$ cat config.mk
export PLATFORM = sky130hd
export DESIGN_NAME = q_6_24_code_decode
export DESIGN_NICKNAME = d
export VERILOG_FILES = /design/src/rtl/q_6_24_pkg.sv /design/src/rtl/q_6_24_code_decode.sv
export SDC_FILE = /design/constraint.sdc
export NUM_CORES = 1
export LEC_CHECK = 0
export ABC_AREA = 1
export CAP_MARGIN = 20
export CORE_AREA = 3 3 40 42
export DETAILED_ROUTE_END_ITERATION = 10
export DIE_AREA = 0 0 43 45
export PLACE_DENSITY = 0.38
export SYNTH_ARGS = -nofsm -noshare
export SYNTH_HDL_FRONTEND = slang
export SYNTH_SLANG_ARGS = --single-unit
$ cat constraint.sdc
create_clock -name vclk -period 1.05
set_clock_uncertainty 0.15 [all_clocks]
set_input_delay 0.315 -clock vclk [all_inputs]
set_output_delay 0.315 -clock vclk [all_outputs]
set_load 0.05 [all_outputs]
$ cat src/rtl/q_6_24_pkg.sv
// ---------------------------------------------------------------------------
// q_6_24_pkg
// Shared definitions for the six-state 3-bit sequence
// 000 -> 001 -> 011 -> 111 -> 110 -> 100 -> 000.
// Contents:
//   S0..S5        legal codes in sequence order (phase index 0..5)
//   PHASE_ILLEGAL phase value reported for 010/101
//   chk_state_t   checker flywheel FSM states
// Both the sequence generator and the receive-side checker import this, so
// the two ends of the count bus always agree on the code table.
// ---------------------------------------------------------------------------
package q_6_24_pkg;

   localparam logic [2:0] S0 = 3'b000;
   localparam logic [2:0] S1 = 3'b001;
   localparam logic [2:0] S2 = 3'b011;
   localparam logic [2:0] S3 = 3'b111;
   localparam logic [2:0] S4 = 3'b110;
   localparam logic [2:0] S5 = 3'b100;

   localparam logic [2:0] PHASE_ILLEGAL = 3'd7;

   typedef enum logic [1:0] {
      SEARCH  = 2'd0,
      CONFIRM = 2'd1,
      LOCKED  = 2'd2
   } chk_state_t;

endpackage

$ cat src/rtl/q_6_24_code_decode.sv
// ---------------------------------------------------------------------------
// q_6_24_code_decode
// Purely combinational decoder for one sequence code.
// Ports:
//   code       in   3-bit code
//   phase      out  position in the sequence 0..5, or 7 for 010/101
//   legal      out  code is one of the six sequence codes
//   next_code  out  code that should follow; 000 for an illegal code
// ---------------------------------------------------------------------------
module q_6_24_code_decode
   import q_6_24_pkg::*;
(
   input  logic [2:0] code,
   output logic [2:0] phase,
   output logic       legal,
   output logic [2:0] next_code
);

   // Table lookup; illegal codes fall through to the defaults, which restart
   // the expected sequence at 000.
   always_comb begin
      phase     = PHASE_ILLEGAL;
      legal     = 1'b0;
      next_code = S0;
      case (code)
         S0: begin
            phase     = 3'd0;
            legal     = 1'b1;
            next_code = S1;
         end
         S1: begin
            phase     = 3'd1;
            legal     = 1'b1;
            next_code = S2;
         end
         S2: begin
            phase     = 3'd2;
            legal     = 1'b1;
            next_code = S3;
         end
         S3: begin
            phase     = 3'd3;
            legal     = 1'b1;
            next_code = S4;
         end
         S4: begin
            phase     = 3'd4;
            legal     = 1'b1;
            next_code = S5;
         end
         S5: begin
            phase     = 3'd5;
            legal     = 1'b1;
            next_code = S0;
         end
         default: begin
            phase     = PHASE_ILLEGAL;
            legal     = 1'b0;
            next_code = S0;
         end
      endcase
   end

endmodule

==> flow_summary.toml <==
[critical_path]
arrival_ns = 0.89
crit_fanout = 7
setup.worst_path.end_class = "output port"
required_ns = 0.58
worstSetupPathType = "in -> out"
critPathLaunchType = "input port"

[logic_synthesis]
synth_xor_area_share_pct = 0
synthMuxAreaShare_pct = 0
yosys.area_share.adder_pct = 0
synth_compound_area_share_pct = 40.6
ys_seq_area_share_pct = 0
synth.most_common_cell = "nand2_1"
netlist.area_leader.share_pct = 32.8
synthSimpleGateAreaFrac_pct = 39.1
syn-cell-area_um2 = 80.1
synth_cells = 18
ys_types = 7
synth_nets = 21
synth_area_leaders = "nand2_1 (33%), a21oi_1 (19%), inv_2 (14%)"
synth_top_family_by_area = "compound AO/OA/AOI/OAI gates"
yosys.area.top_type = "nand2_1"
synth_common_cells = "nand2_1 (7), a21oi_1 (3), inv_2 (3)"
ys_warn_count = 0
syn_avg_cell_area_um2 = 4.45

[cts]
holdBufCountCts = 0

[timing]
period_minus_slack_ns = 1.35
final-hold-violation-count = 0
rsz0062_at_grt = "true"
fin_ws_ns = -0.302
max_clock_freq_mhz = 740
maxSlewHeadroom_pct = 83.5
setup_viol = 7
min_period_over_period_pct = 129
tightest_slew_ns = 0.247
slew_violations = 0
tns_ns = -1.89

[floorplan]
initial_utilization_pct = 6.23
dieArea_um2 = 1940
die_y_um = 45
num_rows = 13
io_pins = 10
die-width_um = 43
core_um2 = 1280

[global_routing]
grtUsageTotal_pct = 4.23
grt_max_degree = 8
first_global_vias = 164
overflow = 0
antenna_found_initial = 0
grt_pass1_wl_um = 696

[placed_design]
port_buffers = 10
dp_slack_ns = -0.864
gp_congestion = 0.724
hpwlAfterDp_um = 263
placed_area_um2 = 295

[final_layout]
area_growth_pct = 378
final_cell_area_um2 = 383
fin_nets = 35
utilization_pct = 29.8
drive_above_1_share_pct = 86.7
nClkBuffers = 0
seq_cells = 0
ff_latch_area_um2 = 0
diodes = 0

[route]
drc_errors = 0
wire_per_inst_um = 8.18
first_pass_iters = 1
drtIter0Drc = 0
num_vias = 163
antenna_left = 0
viasPerCell = 3.62
wirelength_um = 368

[outcome]
violations = "negative setup slack"
outcome = "finished, violations left"

[min_path]
holdPathEnd = "next_code[1]"
hold_depth = 3
min_from = "code[2]"
hp-class = "in -> out"

[power]
p_leak_uw = 0.000163
ir_worst_vdd_uv = 226
cellPowerDensity_nw_per_um2 = 689

[flow_run]
drv_cap = 0
[cell families (layout without fill, tap and decap cells)]
logic type	count (synthesis)	count (layout)
AND/OR/NAND/NOR	8	8
AO/OA/AOI/OAI	6	6
buffers and inverters	4	16
[worst max-delay path: stages]
cell and delay (ns):
buf_12 0.11, o211ai_1 0.24, clkbuf_16 0.22
[timing repair]
action | CTS | global route
buffers inserted | 3 | 0
resized for setup | 34 | 2
pin swaps | 2 | 0
setup endpoints to repair | 7 | 7
[cell usage in the layout (no fill, tap or decap)]
cell and instances:
inv_2 2, a21oi_4 2, a21oi_2 1, nand2_1 2, buf_6 1, clkbuf_16 1
buf_12 7, inv_8 1, nand2_2 4, o21ai_4 1, nand3_2 1, buf_4 2
nand2_4 1, buf_8 2, o21ai_1 1, o211ai_1 1
[area by class of cell]
class | instances | area (um2)
fillers | 128 | 902
well taps | 15 | 18.8
inverters | 3 | 18.8
multi-input cells | 14 | 124
repair buffers | 13 | 221
[power by group]
group          leakage [uW]  internal (uW)  switching, uW
combinational      0.000163            126            137
clock                     0              0              0
sequential                0              0              0
[worst max-delay path by stage]
| stage | from | endpoint | cells past startpoint |
|---|---|---|---|
| final | code[2] | legal | 3 |
| after global placement | code[1] | phase[1] | 4 |
| after global routing | code[2] | legal | 3 |
| after detailed placement | code[1] | phase[1] | 4 |
| after floorplan | code[2] | legal | 2 |
| after CTS | code[2] | legal | 3 |
[per-stage QoR]
stage	power [uW]	hold WS, ns	std cells
3_5_place_dp	227	1.27	42
6_report	264	0.776	45
4_1_cts	273	0.776	45
3_3_place_gp	228	1.27	42
2_1_floorplan	120	0.589	18
5_1_grt	276	0.785	45
[layer usage]
layer  vias to the layer above  part of all wire, %  GRT usage (%)
met2                         6                   52           7.49
met1                        74                   40           5.95
met5                         -                    0              0
li1                         83                    -              -
met3                         0                  7.3          0.398
met4                         0                    0              0
(Power assumes the default switching activity.)
